`config.mk`:
```
export PLATFORM = sky130hd
export DESIGN_NAME = branch_ctrl
export DESIGN_NICKNAME = d
export VERILOG_FILES = /design/src/rtl/branch_ctrl.sv
export SDC_FILE = /design/constraint.sdc
export NUM_CORES = 2
export LEC_CHECK = 0
export ABC_AREA = 1
export BUFFER_PORTS_ARGS = -buffer_cell sky130_fd_sc_hd__buf_2
export CORE_ASPECT_RATIO = 2
export CORE_MARGIN = 10
export CORE_UTILIZATION = 55
export DETAILED_ROUTE_END_ITERATION = 10
export PLACE_DENSITY = 0.74
export SYNTH_ARGS = -nofsm -noshare
export SYNTH_HDL_FRONTEND = slang
export SYNTH_SLANG_ARGS = --single-unit
```
`constraint.sdc`:
```
create_clock -name clk -period 9.3 [get_ports clk]
set_clock_uncertainty 0.15 [all_clocks]
set_input_delay 2.325 -clock clk [delete_from_list [all_inputs] [get_ports clk]]
set_output_delay 2.325 -clock clk [all_outputs]
set_load 0.05 [all_outputs]
```
`src/rtl/branch_ctrl.sv`:
```
// branch_ctrl
//   Branch prediction and redirect controller for a 5-stage RV32I pipeline.
//   A direct-mapped BTB with 2-bit saturating counters predicts the fetch PC.
//   The prediction is carried down the pipe and compared against the EX-stage
//   resolver; on a mismatch, fetch is redirected and IF/ID, ID/EX are flushed.
//   The table is trained and the statistics counters are updated at the edge
//   that ends the EX cycle.
//
// Ports
//   clk, reset_n                     clock, async active-low reset
//   if_valid, if_pc                  fetch lookup request
//   pred_taken, pred_target          prediction for if_pc (target 0 if not taken)
//   ex_valid, ex_aluSelect, ex_pc    EX instruction info
//   ex_target, ex_branch_taken       resolver results
//   ex_pred_taken, ex_pred_target    prediction carried from IF
//   redirect, redirect_pc            fetch redirect request
//   flush_if_id, flush_id_ex         squash pipeline registers
//   stat_branches, stat_mispredicts  wrapping event counters
//
// States
//   state  | meaning
//   IDLE   | evaluate and train from the EX stage
//   SQUASH | cycle after a redirect; EX holds a squashed slot, ignore it

module branch_ctrl #(
    parameter int IDX_BITS = 4
) (
    input  logic        clk,
    input  logic        reset_n,
    input  logic        if_valid,
    input  logic [31:0] if_pc,
    output logic        pred_taken,
    output logic [31:0] pred_target,
    input  logic        ex_valid,
    input  logic [5:0]  ex_aluSelect,
    input  logic [31:0] ex_pc,
    input  logic [31:0] ex_target,
    input  logic        ex_branch_taken,
    input  logic        ex_pred_taken,
    input  logic [31:0] ex_pred_target,
    output logic        redirect,
    output logic [31:0] redirect_pc,
    output logic        flush_if_id,
    output logic        flush_id_ex,
    output logic [31:0] stat_branches,
    output logic [31:0] stat_mispredicts
);

    localparam int ENTRIES = 1 << IDX_BITS;
    localparam int TAG_W   = 30 - IDX_BITS;

    typedef enum logic {
        IDLE   = 1'b0,
        SQUASH = 1'b1
    } state_t;

    state_t state_q;

    logic              valid_q  [ENTRIES];
    logic [TAG_W-1:0]  tag_q    [ENTRIES];
    logic [31:0]       target_q [ENTRIES];
    logic [1:0]        ctr_q    [ENTRIES];
    logic              jump_q   [ENTRIES];

    // Fetch-side lookup
    logic [IDX_BITS-1:0] if_idx;
    logic [TAG_W-1:0]    if_tag;
    logic                if_hit;
    logic                unused_if_pc_bits;

    assign if_idx = if_pc[IDX_BITS+1:2];
    assign if_tag = if_pc[31:IDX_BITS+2];
    assign unused_if_pc_bits = ^if_pc[1:0];

    assign if_hit      = if_valid & valid_q[if_idx] & (tag_q[if_idx] == if_tag);
    assign pred_taken  = if_hit & (jump_q[if_idx] | ctr_q[if_idx][1]);
    assign pred_target = pred_taken ? target_q[if_idx] : 32'h0;

    // EX-side classification and mispredict detection
    logic [IDX_BITS-1:0] ex_idx;
    logic [TAG_W-1:0]    ex_tag;
    logic                ex_hit;
    logic                is_ctl;
    logic                is_jump;
    logic                actual;
    logic                ex_active;
    logic                mispredict;
    logic [1:0]          ctr_cur;
    logic [1:0]          ctr_new;

    assign ex_idx  = ex_pc[IDX_BITS+1:2];
    assign ex_tag  = ex_pc[31:IDX_BITS+2];
    assign ex_hit  = valid_q[ex_idx] & (tag_q[ex_idx] == ex_tag);
    assign is_ctl  = (ex_aluSelect >= 6'd3) && (ex_aluSelect <= 6'd10);
    assign is_jump = (ex_aluSelect == 6'd3) || (ex_aluSelect == 6'd4);
    assign actual  = is_ctl & ex_branch_taken;

    // reset_n gating keeps the redirect outputs quiet while reset is held
    assign ex_active  = ex_valid & reset_n & (state_q == IDLE);
    assign mispredict = ex_active &
                        ((ex_pred_taken != actual) |
                         (actual & (ex_pred_target != ex_target)));

    assign redirect    = mispredict;
    assign flush_if_id = mispredict;
    assign flush_id_ex = mispredict;
    assign redirect_pc = mispredict ? (actual ? ex_target : ex_pc + 32'd4) : 32'h0;

    // Counter update: saturate on a hit, reinitialise weakly on a miss/alias
    assign ctr_cur = ctr_q[ex_idx];

    always_comb begin
        ctr_new = ctr_cur;
        if (ex_hit) begin
            if (actual) begin
                ctr_new = (ctr_cur == 2'b11) ? 2'b11 : ctr_cur + 2'd1;
            end else begin
                ctr_new = (ctr_cur == 2'b00) ? 2'b00 : ctr_cur - 2'd1;
            end
        end else begin
            ctr_new = actual ? 2'b10 : 2'b01;
        end
    end

    always_ff @(posedge clk or negedge reset_n) begin
        if (!reset_n) begin
            state_q          <= IDLE;
            stat_branches    <= 32'h0;
            stat_mispredicts <= 32'h0;
            for (int i = 0; i < ENTRIES; i++) begin
                valid_q[i]  <= 1'b0;
                tag_q[i]    <= '0;
                target_q[i] <= 32'h0;
                ctr_q[i]    <= 2'b01;
                jump_q[i]   <= 1'b0;
            end
        end else begin
            case (state_q)
                IDLE:    if (mispredict) state_q <= SQUASH;
                SQUASH:  state_q <= IDLE;
                default: state_q <= IDLE;
            endcase

            if (ex_active) begin
                if (is_ctl) begin
                    valid_q[ex_idx]  <= 1'b1;
                    tag_q[ex_idx]    <= ex_tag;
                    target_q[ex_idx] <= ex_target;
                    jump_q[ex_idx]   <= is_jump;
                    ctr_q[ex_idx]    <= ctr_new;
                    stat_branches    <= stat_branches + 32'd1;
                end else if (ex_pred_taken) begin
                    // a non-control instruction was predicted taken: stale alias
                    valid_q[ex_idx] <= 1'b0;
                end
            end

            if (mispredict) begin
                stat_mispredicts <= stat_mispredicts + 32'd1;
            end
        end
    end

endmodule

```
Word level (Yosys, flattened, before mapping)
Cells that the tools add are included.

operators by class
  add/subtract/negate cells = 5
  $lt $le $gt $ge = 5
  equal/unequal tests = 7
  muxes and demuxes = 48
  bitwise operators = 17
  reduce and logical (&&, ||, !) cells = 7

operators with widths
  kind                     number
  $bwmux W512              1
  $bwmux W416              1
  $bmux W26 S4             2
  $mux W32                 6
  $mux W26                 5
  $bmux W32 S4             1
  $demux W32 S4            1
  $demux W26 S4            1
  $add A32 B1 Y32 const B  2
  $eq A26 B26 Y1           2
  $add A32 B3 Y32 const B  1
  $bwmux W32               1
  $mux W16                 2
  $ne A32 B32 Y1           1
  $mux W2                  10
  $and A16 B16 Y16         1
  $bmux W2 S4              2
  $bwmux W16               1
  $not A16 Y16             1
  $or A16 B16 Y16          1
  $bmux W1 S4              3
  $ge A5 B5 Y1 const B     2
  $not A4 Y5               2
  $and A1 B1 Y1            9
  other kinds (20)         30

storage, ports and cells
  register bits after elaboration = 1057
  input port bits = 140

Longest topological paths before layout
  depth in word-level cells = 9
  mapped depth = 22
  mapped depth without buffers = 18

Worst setup path before layout
No wires, ideal clock.

  path type = input-to-output
  start = input if_pc[2]
  end = output pred_target[22]
  arrival = 4.983 ns
  setup slack = 1.842 ns
  cell stages on the path = 14
  path buffers = 4
  path through = buf_4 -> buf_4 -> buf_2 -> a21oi_1 -> o21ai_0 -> nand3_1 -> o21ai_0 -> o21ai_0 -> xnor2_1 -> nand2_1 -> nor2_1 -> nand3_1 -> buf_2 -> nor3_1

on the way
  cells in the longest elaborated chain, start to end = 8
  elaborated cells on any way between the ends = 22

RTL lines
  what                                                                           RTL line    RTL
  start: declaration                                                             31          input logic [31:0] if_pc,
  $not A4 Y5 (not written as such) (*)                                           75, 76, 77
  $bmux W26 S4 / $bmux W1 S4 (equally long branches)                             75          assign if_hit = if_valid & valid_q[if_idx] & (tag_q[if_idx] == if_tag);
  $mux W26 (not written as such) / $mux W1 (equally long branches) (2 in a row)  75
  $eq A26 B26 Y1 / $and A1 B1 Y1 (equally long branches)                         75
  $and A1 B1 Y1                                                                  75
  $and A1 B1 Y1                                                                  76          assign pred_taken = if_hit & (jump_q[if_idx] | ctr_q[if_idx][1]);
  $mux W32 (*)                                                                   77          assign pred_target = pred_taken ? target_q[if_idx] : 32'h0;
  end: declaration                                                               33          output logic [31:0] pred_target,

Mark *: on every way between the ends. The rest lies on a longest branch, timed or not. The select of a mux whose other input is x is not followed.

Worst setup path after layout
  start = input if_pc[3]
  end = output pred_target[24]

Same word-level chain as after synthesis.

==> run_results.csv <==
group,metric,value,unit
cells_and_area,fillCellCount,8888,
job,cap_violations,0,
clock_network,cts_tree,"built",
route,routedWlPerCell,22.8,um
synth,synth.distinct_cells,39,
place,place.gp.congestion,1.02,
route,firstDrtPassIters,8,
timing,maxSlewViolCount,0,
floorplan,die_h,467,um
min_path,min_from,"ctr_q[20]",
cells_and_area,final_common_cell,"nand2_1",
global_routing,overflow,0,
floorplan,start_util,55.3,%
floorplan,die-area,0.114,mm^2
global_routing,grt_pass1_vias,50800,
synth,async_flop_share,100,%
timing,tightest_slew,1.24,ns
cells_and_area,syn2layout_area_growth,9.47,%
clock_network,cts.sinks,1057,
clock_network,htreeDepth,3,
floorplan,core,0.0995,mm^2
synth,synth.net_count,7485,
cells_and_area,finalNonFillerCells,8610,
route,detail-route-antenna-nets,0,
route,post-route-drc-count,0,
synth,syn_inst,7339,
timing,max_slew_margin,16.9,%
clock_network,cts_buffers,95,
power_and_ir_drop,powerDensity,173,mW/mm^2
global_routing,grt_pass1_wl,297000,um
critical_path,critPathRequiredTime,6.83,ns
critical_path,crit_slowest_cell,"buf_4",
route,vias_per_cell,6.15,
floorplan,rows,164,
synth,postSynthAreaPerCell,7.50,um^2
clock_network,hold_buffers,0,
critical_path,start_kind,"input pin",
critical_path,cp_max_fo,81,
global_routing,grt_usage,33.6,%
power_and_ir_drop,p_leak,28.1,nW
critical_path,critPathMaxStageDelay,0.66,ns
cells_and_area,most-common-layout-cells,"nand2_1 (2,334), o21ai_0 (1,271), dfrtp_1 (1,041), inv_1 (457), a21oi_1 (441)",
cells_and_area,drive_above_1_share,8.07,%
route,drt_iter0_drc,6337,
synth,synth-seq-cells,1057,
place,portBuffers,269,
clock_network,post_cts_resized,0,
critical_path,timing.rr.start,"state_q",
synth,yosys_warnings,0,
critical_path,critPathLaunch,"if_pc[3]",
timing,fin_crit_sh,89.3,%
clock_network,insertion_delay,0.74,ns
timing,timing.fmax,0.120,GHz
timing,hold_violations,0,
timing,layout_min_cycle_time,8.30,ns
power_and_ir_drop,ir_drop,0.000146,V
clock_network,clock-root-buffer,"clkbuf_16",
min_path,hold_class,"flip-flop to flip-flop",
synth,synthTopCellsByArea,"dfrtp_1 (47%), nand2_1 (16%), o21ai_0 (12%)",
place,dp_hpwl,119000,um
timing,fin_tns_setup,0,ns
timing,rsz0062_at_grt,"false",
critical_path,path_delay_family,"buffers and inverters",
critical_path,path_buf_inv,4,
synth,ys_seq_area_share,48.1,%
route,wirelength,196000,um
critical_path,end_kind,"primary output",
clock_network,clockBufferDepth,3,
run_status,status,"finished clean",
critical_path,crit_chain,"buf_8 -> buf_4 -> nand3_1 -> a21oi_1 -> o22ai_1 -> nor2_1 -> nand2_1 -> nor2_1 -> nand2_2 -> buf_4 -> nor3_1 -> buf_12",
global_routing,grt_max_degree,201,
synth,yosys.area.top_type,"dfrtp_1",
route,vias,53000,
clock_network,path_clk_slew,0.07,ns
cells_and_area,final_nets,7351,
floorplan,pin_count,272,
synth,synth_top_area_share,47.4,%
synth,synth_enable_flop_cells,0,
global_routing,antenna_found_initial,15,
synth,synth_flop_cell,"dfrtp_1",
clock_network,postCtsSetupRepairBufs,0,
place,post-place-cells,8436,
floorplan,die_w,244,um
critical_path,crit_arrival,5.83,ns
critical_path,worst-setup-path-type,"input pin to primary output",
timing,setup_violations,0,
synth,netlist_area,0.0550,mm^2
through the flow:
stage	instance area (um^2)	utilization, %	power (mW)	worst slack (ns)	hold WS (ns)
floorplan	55000	-	5.80	1.84	0.287
global placement	57000	57.3	6.30	1.10	0.298
detailed placement	57000	57.3	6.33	1.09	0.304
CTS	60200	60.5	10.4	1.06	0.316
global route	60200	60.5	10.7	0.826	0.322
finish	60200	60.5	10.4	0.996	0.319
area by class of cell:
cell class / instances / area, um^2 / area share, %
antenna: 6 / 15.0 / 0.0249
tap: 1328 / 1660 / 2.76
clock buffer: 135 / 2750 / 4.56
timing repair buffer: 369 / 2760 / 4.59
clock inverter: 33 / 458 / 0.760
inverter: 475 / 1810 / 3.00
multi-input combinational: 5207 / 24300 / 40.3
sequential: 1057 / 26500 / 44.0
path summary, 6_finish.rpt:
path,to,slack [ns],depth (start not counted)
setup / recovery,pred_target[24],1.0,12
hold / removal,ctr_q[20],0.32,2
setup reg to reg,target_q[0],5.42,10
hold reg to reg,ctr_q[20],0.32,2
max in group asynchronous,target_q[409],3.91,5
min in group asynchronous,tag_q[363],1.35,1
synth_stat cells, types with 18 or more instances:
library cell  number
buf_2            131
buf_1             56
a21oi_1          441
buf_4             24
nand3_1          286
nor2_1           302
nand2_1         2348
o31ai_1           32
o21ai_0         1271
nor3_1            85
xor2_1            84
o21ai_1           18
xnor2_1           20
a221oi_1         120
dfrtp_1         1041
a211oi_1          21
o211ai_1          86
inv_1            463
nand4_1           24
clkbuf_1         374
metal layers:
layer	GRT usage [%]	vias up	wire, um
li1	-	23800	-
met1	39.9	25200	70400
met2	53.9	3158	90000
met3	7.41	748	20800
met4	23.3	16	14700
met5	0	-	99
state kept, by name, summed over array words and instances (netlist names), named ones only:
register          flops
state_q               1
stat_mispredicts     32
ctr_q                32
jump_q               16
target_q            512
stat_branches        32
tag_q               416
where the power goes:
group / switching, mW / leakage, nW / internal (mW)
clock: 1.87 / 1.57 / 2.27
combinational: 1.02 / 12.4 / 0.349
sequential: 0.131 / 14.1 / 4.78
kinds of logic (layout without fill, tap and decap cells):
logic type,after synthesis,after routing,synth area share [%]
AND/OR/NAND/NOR,3081,3081,22.2
AO/OA/AOI/OAI,2016,2016,19.9
buffers and inverters,1075,1012,8.00
flip-flops,1057,1057,48.1
XOR/XNOR,104,104,1.66
adder cells (fa/ha/maj),6,6,0.136
other,0,6,0
worst register-to-register path, cell delays in order (launching register included):
cell	delay (ns)
dfrtp_1	0.37
nor2_1	0.35
inv_1	0.27
nor2_2	0.47
inv_1	0.40
nor2_4	0.16
buf_4	0.66
inv_2	0.06
buf_4	0.45
nand2_1	0.20
o21ai_0	0.13
No activity file was read; power rests on OpenSTA's default activity.
